### src/rtl/instr_seq_unit.sv
// -----------------------------------------------------------------------------
// instr_seq_unit
//   Sequential instruction unit for the TinyALU CPU. Fetches instruction words
//   from an external instruction RAM starting at PC 0. Each word is decoded and
//   dispatched to the memory interface unit (MIU) or the ALU through
//   request/done handshakes. The unit runs until a HALT instruction is executed
//   or the last RAM word has been executed.
//
//   Instruction word layout (IW = OPC_W+ADDR_W+1 bits):
//     [IW-1 : ADDR_W+1]  opcode
//     [ADDR_W : 1]       memory address
//     [0]                register select for LOAD (0 = regA, 1 = regB)
//   Opcodes: 0 NOP, 1 ADD, 2 AND, 3 XOR, 4 MUL, 8 LOAD, 9 STORE, 15 HALT.
//   Every other opcode is executed as a NOP.
//
// Ports
//   clk, reset       rising-edge clock, synchronous active-high reset
//   run              start pulse, accepted only in IDLE or HALTED
//   imem_addr/rd     instruction RAM read port (address = pc)
//   imem_data        instruction word, valid one cycle after imem_rd
//   load/store/addr  MIU request. Held until mem_done.
//   result           store data (the result register)
//   mem_done, data   MIU completion. Load data is valid in the same cycle.
//   start/op/A/B     ALU request. Held until alu_done.
//   alu_done         ALU completion. alu_result is valid in the same cycle.
//   busy, done, pc   status: busy outside IDLE/HALTED, done pulses on HALTED entry
//
// Optional build macro
//   IU_PERF_CNT_EN   adds the instr_cnt / stall_cnt outputs. Both are 32-bit
//                    saturating counters, cleared by reset and by an accepted
//                    run.
// -----------------------------------------------------------------------------
module instr_seq_unit #(
  parameter  int DATA_W     = 8,
  parameter  int ADDR_W     = 14,
  parameter  int OPC_W      = 4,
  parameter  int IMEM_DEPTH = 1024,
  localparam int PC_W       = $clog2(IMEM_DEPTH),
  localparam int IW         = OPC_W + ADDR_W + 1
) (
  input  logic                clk,
  input  logic                reset,
  input  logic                run,
  output logic [PC_W-1:0]     imem_addr,
  output logic                imem_rd,
  input  logic [IW-1:0]       imem_data,
  output logic                load,
  output logic                store,
  output logic [ADDR_W-1:0]   addr,
  output logic [2*DATA_W-1:0] result,
  input  logic                mem_done,
  input  logic [DATA_W-1:0]   data,
  output logic                start,
  output logic [OPC_W-1:0]    op,
  output logic [DATA_W-1:0]   A,
  output logic [DATA_W-1:0]   B,
  input  logic                alu_done,
  input  logic [2*DATA_W-1:0] alu_result,
  output logic                busy,
  output logic                done,
`ifdef IU_PERF_CNT_EN
  output logic [31:0]         instr_cnt,
  output logic [31:0]         stall_cnt,
`endif
  output logic [PC_W-1:0]     pc
);

  typedef enum logic [2:0] {
    S_IDLE,
    S_FETCH,
    S_DECODE,
    S_MEM_WAIT,
    S_ALU_WAIT,
    S_HALTED
  } state_t;

  localparam logic [OPC_W-1:0] OPC_ADD   = OPC_W'(1);
  localparam logic [OPC_W-1:0] OPC_AND   = OPC_W'(2);
  localparam logic [OPC_W-1:0] OPC_XOR   = OPC_W'(3);
  localparam logic [OPC_W-1:0] OPC_MUL   = OPC_W'(4);
  localparam logic [OPC_W-1:0] OPC_LOAD  = OPC_W'(8);
  localparam logic [OPC_W-1:0] OPC_STORE = OPC_W'(9);
  localparam logic [OPC_W-1:0] OPC_HALT  = OPC_W'(15);

  localparam logic [PC_W-1:0]  PC_LAST   = PC_W'(IMEM_DEPTH - 1);

  // ---------------------------------------------------------------------------
  // State and registered outputs
  // ---------------------------------------------------------------------------
  state_t               state_q;
  logic [PC_W-1:0]      pc_q;
  logic [PC_W-1:0]      pc_d;
  logic                 imem_rd_q;
  logic                 load_q;
  logic                 store_q;
  logic [ADDR_W-1:0]    addr_q;
  logic                 ld_sel_q;   // destination of the pending LOAD
  logic [2*DATA_W-1:0]  result_q;
  logic                 start_q;
  logic [OPC_W-1:0]     op_q;
  logic [DATA_W-1:0]    a_q;
  logic [DATA_W-1:0]    b_q;
  logic [DATA_W-1:0]    rega_q;
  logic [DATA_W-1:0]    regb_q;
  logic                 busy_q;
  logic                 done_q;

  // ---------------------------------------------------------------------------
  // Decode of the instruction word. imem_data is only consumed in DECODE.
  // ---------------------------------------------------------------------------
  logic [OPC_W-1:0]  dec_opc;
  logic [ADDR_W-1:0] dec_addr;
  logic              dec_sel;
  logic              dec_is_load;
  logic              dec_is_store;
  logic              dec_is_alu;
  logic              dec_is_halt;

  assign dec_opc      = imem_data[IW-1 -: OPC_W];
  assign dec_addr     = imem_data[ADDR_W:1];
  assign dec_sel      = imem_data[0];
  assign dec_is_load  = (dec_opc == OPC_LOAD);
  assign dec_is_store = (dec_opc == OPC_STORE);
  assign dec_is_halt  = (dec_opc == OPC_HALT);
  assign dec_is_alu   = (dec_opc == OPC_ADD) || (dec_opc == OPC_AND) ||
                        (dec_opc == OPC_XOR) || (dec_opc == OPC_MUL);

  logic run_ok;
  assign run_ok = run && ((state_q == S_IDLE) || (state_q == S_HALTED));

  // adv: the current instruction finishes this cycle and execution moves on
  // to the next PC. This is either the next word or HALTED at the end of
  // memory. HALT does not raise adv because it never moves the PC.
  logic adv;
  always_comb begin
    adv = 1'b0;
    unique case (state_q)
      S_DECODE:   adv = !dec_is_load && !dec_is_store && !dec_is_alu && !dec_is_halt;
      S_MEM_WAIT: adv = mem_done;
      S_ALU_WAIT: adv = alu_done;
      default:    adv = 1'b0;
    endcase
  end

  logic at_last;
  assign at_last = (pc_q == PC_LAST);
  assign pc_d    = pc_q + PC_W'(1);

  // ---------------------------------------------------------------------------
  // Sequencer
  // ---------------------------------------------------------------------------
  always_ff @(posedge clk) begin
    if (reset) begin
      state_q   <= S_IDLE;
      pc_q      <= '0;
      imem_rd_q <= 1'b0;
      load_q    <= 1'b0;
      store_q   <= 1'b0;
      addr_q    <= '0;
      ld_sel_q  <= 1'b0;
      result_q  <= '0;
      start_q   <= 1'b0;
      op_q      <= '0;
      a_q       <= '0;
      b_q       <= '0;
      rega_q    <= '0;
      regb_q    <= '0;
      busy_q    <= 1'b0;
      done_q    <= 1'b0;
    end else begin
      // imem_rd and done are single-cycle strobes.
      imem_rd_q <= 1'b0;
      done_q    <= 1'b0;

      unique case (state_q)
        S_IDLE, S_HALTED: begin
          if (run_ok) begin
            state_q   <= S_FETCH;
            pc_q      <= '0;
            imem_rd_q <= 1'b1;
            busy_q    <= 1'b1;
          end
        end

        S_FETCH: state_q <= S_DECODE;

        S_DECODE: begin
          if (dec_is_load || dec_is_store) begin
            load_q   <= dec_is_load;
            store_q  <= dec_is_store;
            addr_q   <= dec_addr;
            ld_sel_q <= dec_sel;
            state_q  <= S_MEM_WAIT;
          end else if (dec_is_alu) begin
            op_q    <= dec_opc;
            a_q     <= rega_q;
            b_q     <= regb_q;
            start_q <= 1'b1;
            state_q <= S_ALU_WAIT;
          end else if (dec_is_halt) begin
            state_q <= S_HALTED;
            done_q  <= 1'b1;
            busy_q  <= 1'b0;
          end
        end

        S_MEM_WAIT: begin
          if (mem_done) begin
            load_q  <= 1'b0;
            store_q <= 1'b0;
            if (load_q) begin
              if (ld_sel_q) regb_q <= data;
              else          rega_q <= data;
            end
          end
        end

        S_ALU_WAIT: begin
          if (alu_done) begin
            start_q  <= 1'b0;
            result_q <= alu_result;
          end
        end

        default: state_q <= S_IDLE;
      endcase

      // Common advance path. It runs after the case, so its state update
      // takes priority over the case branches above. The PC does not wrap:
      // executing the last word ends the program.
      if (adv) begin
        if (at_last) begin
          state_q <= S_HALTED;
          done_q  <= 1'b1;
          busy_q  <= 1'b0;
        end else begin
          pc_q      <= pc_d;
          state_q   <= S_FETCH;
          imem_rd_q <= 1'b1;
        end
      end
    end
  end

  assign imem_addr = pc_q;
  assign imem_rd   = imem_rd_q;
  assign load      = load_q;
  assign store     = store_q;
  assign addr      = addr_q;
  assign result    = result_q;
  assign start     = start_q;
  assign op        = op_q;
  assign A         = a_q;
  assign B         = b_q;
  assign busy      = busy_q;
  assign done      = done_q;
  assign pc        = pc_q;

`ifdef IU_PERF_CNT_EN
  // ---------------------------------------------------------------------------
  // Performance counters. HALT counts as a retired instruction. Every cycle
  // spent waiting on the MIU or the ALU counts as a stall.
  // ---------------------------------------------------------------------------
  logic        retire;
  logic [31:0] instr_cnt_q;
  logic [31:0] stall_cnt_q;

  assign retire = adv || ((state_q == S_DECODE) && dec_is_halt);

  always_ff @(posedge clk) begin
    if (reset || run_ok) begin
      instr_cnt_q <= '0;
      stall_cnt_q <= '0;
    end else begin
      if (retire && (instr_cnt_q != '1))
        instr_cnt_q <= instr_cnt_q + 32'd1;
      if (((state_q == S_MEM_WAIT) || (state_q == S_ALU_WAIT)) && (stall_cnt_q != '1))
        stall_cnt_q <= stall_cnt_q + 32'd1;
    end
  end

  assign instr_cnt = instr_cnt_q;
  assign stall_cnt = stall_cnt_q;
`endif

endmodule

### config.mk
export PLATFORM = sky130hd
export DESIGN_NAME = instr_seq_unit
export DESIGN_NICKNAME = d
export VERILOG_FILES = /design/src/rtl/instr_seq_unit.sv
export SDC_FILE = /design/constraint.sdc
export NUM_CORES = 1
export LEC_CHECK = 0
export BUFFER_PORTS_ARGS = -buffer_cell sky130_fd_sc_hd__buf_2
export CORE_MARGIN = 1.5
export CORE_UTILIZATION = 44
export DETAILED_ROUTE_END_ITERATION = 10
export GPL_ROUTABILITY_DRIVEN = 0
export PLACE_DENSITY_LB_ADDON = 0.15
export SYNTH_ARGS = -nofsm -noshare
export SYNTH_HDL_FRONTEND = slang
export SYNTH_SLANG_ARGS = --single-unit
### constraint.sdc
create_clock -name clk -period 1.55 [get_ports clk]
set_input_delay 0.155 -clock clk [delete_from_list [all_inputs] [get_ports clk]]
set_output_delay 0.155 -clock clk [all_outputs]
set_load 0.01 [all_outputs]
==> summary.txt, run 1 <==
CTS
  • Clock Path Buffers: 2
  • Num CTS Buffers: 9
  • Clock-pin slew on the worst setup and hold paths: 80 ps
  • CTS Root Cell: clkbuf_8
  • Hold-fix buffers, CTS: 0
  • Worst-skew pair later-pin latency: 340 ps
  • CTS tree: built
  • H-tree depth: 3
  • Total clock sinks: 86

Worst setup path
  • Worst-path cell chain: nand4b_1, buf_4, nand2_4, a31o_4, buf_6, a21oi_2, and3b_1
  • CP arrival: 1800 ps
  • Crit Path Class: flip-flop to flip-flop
  • Crit path launch type: flip-flop
  • Crit. End Element: flip-flop
  • CP max-delay cell: dfxtp_4
  • Delay-heaviest family, CP: simple AND/OR/NAND/NOR gates
  • Bufs and invs on worst path: 2
  • CP peak stage delay: 410 ps
  • CP Max Fanout: 7
  • CP required: 1780 ps

Power and ir drop
  • Pwr per Cell Area: 1130 nW/µm²
  • Worst ir drop on vdd: 0.523 mV
  • Pleak: 2.11 nW

Finish
  • Synth-to-Final Area Change: 37.5%
  • Filler Cell Count: 688
  • Most common cell after layout, fill and taps aside: buf_2
  • Layout cells sized above 1: 0.369
  • Final Util: 0.620
  • Final net count: 601
  • Ant diodes: 0
  • Commonest non-fill, non-tap cells in the layout: buf_2 (123), nand2_1 (115), dfxtp_1 (80)

Synthesis
  • Yosys warns: 0
  • Cell Area, Synth: 3450 µm²
  • #FFs+latches synth: 86
  • Synth Net Count: 459
  • Mean area per synthesized cell: 8.42 µm²
  • Netlist cell types: 46
  • Ys flop type: dfxtp_1
  • Cell count after synthesis: 410
  • Number of synthesized flops with an enable pin: 0
  • Asr flop ratio synth: 0
  • Sequential share of the synthesized area: 0.499

Global route
  • Pin count of the biggest net entering global routing: 70
  • Total gr overflow: 0
  • Initial antenna violation count: 0
  • GRT Total Usage: 0.198
  • First-pass GRT wire length: 13.3 mm
  • Vias in the first global route: 2963

Flow run
  • MaxCap Viol Count: 0

Timing
  • Setup TNS: -102 ps
  • Period utilisation layout: 1.01
  • Max Fclk: 639 MHz
  • Worst Clk Skew: 8.63 ps
  • Unrepaired setup endpoints after global routing: true
  • Final hold violations: 0
  • Worst Tran Pin Value: 672 ps
  • Final setup margin: -15.0 ps
  • Slew HR: 0.552
  • Setup violations, final: 14
  • Final Max Tran Viols: 0
  • Fin crit period: 1570 ps

Floorplan
  • Boundary Pins: 124
  • Core area: 7650 µm²
  • Die area: 8380 µm²
  • Initial core utilization: 0.451
  • Horiz. Die Dim: 91.6 µm
  • Row Count: 32
  • Die Ht: 91.6 µm

Placement
  • Input/output buffers: 123
  • Setup slack at placement: -92.2 ps
  • Detailed placement HPWL: 5.92 mm

Route
  • First-pass iteration count of the detailed router: 4
  • Post-route DRC: 0
  • WL final: 8.31 mm
  • DRT iter0 DRCs: 124
  • Via count: 3189
  • Mean number of vias per cell: 4.85
  • Antenna viol nets, final: 0
  • DR WL/cell: 12.6 µm

Run status
  • Failing checks: negative setup slack
  • Status: finished, violations left

Min path
  • Worst hold-check path type: input port to flip-flop
cell type report:
type	instances	area (µm²)	area share
Inverter	3	11.3	0.00237
Clock inverter	3	90.1	0.0190
Tap cell	102	128	0.0269
Multi-Input combinational cell	288	1630	0.343
Timing Repair Buffer	164	996	0.210
Sequential cell	86	1740	0.366
Clock buffer	12	156	0.0330
cells in the mapped netlist, types with 4 or more instances:
cell | number | area share
a21o_1 | 4 | 0.0087
a21oi_1 | 60 | 0.087
and2_1 | 5 | 0.0091
and3_1 | 4 | 0.0073
buf_2 | 6 | 0.0087
buf_4 | 12 | 0.026
clkbuf_1 | 13 | 0.014
dfxtp_1 | 86 | 0.50
mux2i_1 | 16 | 0.046
nand2_1 | 117 | 0.13
nand3_1 | 7 | 0.010
nor2_1 | 25 | 0.027
nor3_1 | 6 | 0.0087
cell families (layout without fill, tap and decap cells):
family                   Yosys count  count (layout)  synth area share
adder cells (fa/ha/maj)            1               1           0.00363
flip-flops                        86              86             0.499
multiplexers                      16              16            0.0464
AO/OA/AOI/OAI                     84              84             0.144
AND/OR/NAND/NOR                  186             186             0.246
buffers and inverters             36             182            0.0587
XOR/XNOR                           1               1           0.00254
state kept, by name, indices dropped and copies added (netlist names):
signal and flops:
state_q 3, load 1, done 1, regb_q 8
B 8, imem_addr 10, op 4, start 1
ld_sel_q 1, imem_rd 1, rega_q 8, addr 14
A 8, busy 1, result 16, store 1
metrics by stage:
step           instance area [µm²]  total power [mW]  instances  hold slack (ps)
2_1_floorplan                 3480              3.02        410              291
5_1_grt                       4740              5.61        658             23.4
6_report                      4740              5.36        658             46.0
3_5_place_dp                  4360              3.35        639              402
3_3_place_gp                  4360              3.33        639              395
4_1_cts                       4610              5.25        654             23.9
worst min-delay path, cell delays in order:
cell and delay (ps):
buf_2 90, nand2_1 40, a21oi_1 50
repair_timing:
item                                    4_1_cts  5_1_grt
gates cloned                                  0        0
buffers inserted                              0        4
resized for setup                             5       21
pin swaps                                     0        8
endpoints found under the setup margin       32       40
where the power goes:
group          switching (mW)  leakage (nW)  internal [mW]
combinational           0.523          1.29          0.520
sequential             0.0977         0.697           2.33
clock                   0.731         0.122           1.16
total                    1.35          2.11           4.01
final timing paths:
check / endpoint / startpoint / cells after the start / slack, ps
max: imem_addr[9] / state_q[2] / 7 / -20
min: result[7] / alu_result[7] / 3 / 50
max reg2reg: imem_addr[9] / state_q[2] / 7 / -20
min reg2reg: A[6] / rega_q[6] / 2 / 450
metal layers:
layer / vias up / track usage / part of all wire
li1: 1646 / - / -
met1: 1465 / 0.240 / 0.45
met2: 74 / 0.345 / 0.50
met3: 4 / 0.0494 / 0.043
met4: 0 / 0.0547 / 0.0066
met5: - / 0 / 0
(Power assumes the default switching activity.)
==> inputs of run 2 (changes only) <==
ABC_AREA = 1   (was default)
CORE_UTILIZATION = 45   (was 44)
CTS_CLUSTER_SIZE = 30   (was default)
==> summary.txt, run 2 <==
Synthesis
  • Commonest cells in the netlist: nor2_1 (119), dfxtp_1 (86), o21ai_0 (71), nand2_1 (47), inv_1 (36)
  • Synth top area share: 0.473
  • Mean area per synthesized cell: 7.46 µm²
  • Cell count after synthesis: 488
  • Netlist cell types: 32
  • XOR/XNOR share of the synthesized area: 0.0120
  • Number of synthesized flops with an enable pin: 0
  • Yosys warns: 0
  • Cell Area, Synth: 3640 µm²
  • Asr flop ratio synth: 0
  • Count leader, synth: nor2_1
  • Ys flop type: dfxtp_1
  • Synth Net Count: 537
  • #FFs+latches synth: 86
  • Dominant cells by area after synthesis: dfxtp_1 (47%), nor2_1 (12%), o21ai_0 (9.8%), nand2_1 (4.8%), a21oi_1 (4.4%)
  • Main combinational cell family by area after synthesis: simple AND/OR/NAND/NOR gates
  • Synth area leader: dfxtp_1
  • Synth Area in Adders: 0.00344
  • Fraction of synthesized area in multiplexers: 0
  • Sequential share of the synthesized area: 0.473
  • Simple-gate share of the synthesized area: 0.264
  • Compound-Gate Fraction of Synth Area: 0.154

Route
  • Mean number of vias per cell: 4.87
  • Antenna viol nets, final: 0
  • Via count: 3557
  • DRT iter0 DRCs: 194
  • WL final: 9.07 mm
  • DR WL/cell: 12.4 µm
  • First-pass iteration count of the detailed router: 4
  • Post-route DRC: 0

Global route
  • GRT Total Usage: 0.214
  • GRT met2 Usage: 0.358
  • GR peak layer: met2
  • First-pass GRT wire length: 14.8 mm
  • Met1 Track Usage GR: 0.264
  • Initial antenna violation count: 0
  • GR Util met3: 0.0484
  • Pin count of the biggest net entering global routing: 52
  • Total gr overflow: 0
  • Vias in the first global route: 3287

Worst setup path
  • R2R Path End: B[2]
  • CP arrival: 1770 ps
  • CP Max Fanout: 8
  • R2R Setup Slk: 30 ps
  • Crit path launch type: flip-flop
  • Worst r2r src: state_q[2]
  • Crit. End Element: flip-flop
  • Crit Path Class: flip-flop to flip-flop
  • Worst Setup SP: state_q[2]
  • CP required: 1800 ps
  • Reg2reg path depth: 9

Min path
  • Min-Delay Path Depth: 3
  • Worst hold-check path type: input port to flip-flop
  • Hold Crit Start: imem_data[10]
  • Worst Hold Path EP: addr[9]

Finish
  • Synth-to-Final Area Change: 31.7%
  • Final net count: 673
  • Commonest non-fill, non-tap cells in the layout: buf_2 (123), nor2_1 (106), dfxtp_1 (79)
  • Layout cells sized above 1: 0.354
  • Filler Cell Count: 705
  • Ant diodes: 0
  • Most common cell after layout, fill and taps aside: buf_2
  • Post-Layout Cell Count: 730
  • Max reg flops: 16

Timing
  • Worst hold slack: 29.9 ps
  • Final Max Tran Viols: 0
  • Setup violations, final: 0
  • Unrepaired setup endpoints after global routing: true
  • Slew HR: 0.720
  • Period utilisation layout: 0.982
  • Worst Tran Pin Value: 421 ps
  • Worst Clk Skew: 10.7 ps
  • Final hold violations: 0
  • Max Fclk: 657 MHz
  • Fin crit period: 1520 ps
  • Final setup margin: 27.1 ps

Power and ir drop
  • Worst ir drop on vdd: 0.507 mV
  • Internal: 3.60 mW
  • Power Total: 5.24 mW
  • Sw frac: 0.313
  • Register share of total power: 0.473
  • Pwr per Cell Area: 1090 nW/µm²
  • Clk pwr share: 0.299
  • Sw Pwr: 1.64 mW
  • Pleak: 2.33 nW
  • Power share of the combinational group: 0.228

Placement
  • Setup slack at placement: -102 ps
  • Total placed cells including tap cells: 704
  • Detailed placement HPWL: 6.20 mm
  • Input/output buffers: 123

Run status
  • Status: finished, final reports clean

CTS
  • Total clock sinks: 86
  • CTS tree: built
  • Worst-skew pair later-pin latency: 350 ps
  • CTS Root Cell: clkbuf_8
  • Num CTS Buffers: 9
  • H-tree depth: 3
  • Clock-pin slew on the worst setup and hold paths: 90 ps
  • Clock Path Buffers: 2

Floorplan
  • Die area: 8640 µm²
  • Horiz. Die Dim: 92.9 µm
  • Initial core utilization: 0.469
  • Die Ht: 92.9 µm
  • Core area: 7770 µm²
  • Boundary Pins: 124
  • Row Count: 32

Flow run
  • MaxCap Viol Count: 0
run 2: changes by cell type after synthesis, moves of 6 or more:
cell | previous run | this run
nor2_1 | 25 | 119
nand2_1 | 117 | 47
o21ai_0 | 1 | 71
inv_1 | 3 | 36
a21oi_1 | 60 | 32
mux2i_1 | 16 | 0
nand3_1 | 7 | 20
nand4_1 | 2 | 9
inv_2 | 0 | 6
nor3_1 | 6 | 0
run 2: routing by layer:
| layer | vias up | wire (µm) |
|---|---|---|
| met1 | 1587 | 4090 |
| met3 | 13 | 567 |
| met2 | 119 | 4270 |
| met4 | 0 | 140 |
| li1 | 1838 | - |
| met5 | - | 0 |
run 2: cell type report:
cell class	instances	area (µm²)	share of cell area
flip-flops and latches	86	1740	0.362
multi-input cells	328	1680	0.349
repair buffers	154	871	0.182
inverters	43	173	0.0360
well taps	102	128	0.0266
clock buffers	9	124	0.0258
clock inverters	6	71.3	0.0149
repair inverters	2	15.0	0.00313
run 2: timing repair:
action,4_1_cts,5_1_grt
gates resized for setup,9,35
cloned,2,0
buffers inserted,4,5
endpoints found under the setup margin,29,38
pin swaps,2,7
hold buffers,0,0
run 2: critical path, cell delays in order (launching register included):
cell,delay [ps]
dfxtp_4,380
inv_4,70
nand2_4,50
nor2_4,130
inv_2,70
nor2_4,240
clkinvlp_4,170
buf_8,170
nor2_1,80
nor2_1,50
run 2: logic make-up (layout without fill, tap and decap cells):
family | Yosys count | in the layout
xor+xnor | 5 | 5
compound gates | 109 | 109
buf+inv | 74 | 214
flops | 86 | 86
simple gates | 213 | 213
fa+ha+maj | 1 | 1
run 2: power groups by stage:
stage,combinational (mW),sequential [mW],clock [mW]
floorplan,0.626,2.57,0
global placement,1.06,2.50,0
detailed placement,1.08,2.51,0
CTS,1.11,2.46,1.62
global route,1.34,2.50,1.72
finish,1.19,2.48,1.57
run 2: metrics by stage:
stage | utilization | setup TNS [ps] | area, µm²
global placement | 0.564 | -88.7 | 4380
finish | 0.617 | 0 | 4790
floorplan | - | 0 | 3650
CTS | 0.597 | 0 | 4640
detailed placement | 0.564 | -1100 | 4380
global route | 0.617 | -279 | 4790
run 2: how the worst max path moves through the flow:
| stage | end | cells after the start |
|---|---|---|
| finish | B[2] | 9 |
| global route | B[0] | 9 |
| CTS | A[5] | 9 |
| detailed placement | op[2] | 8 |
| global placement | regb_q[3] | 7 |
| floorplan | imem_rd | 10 |
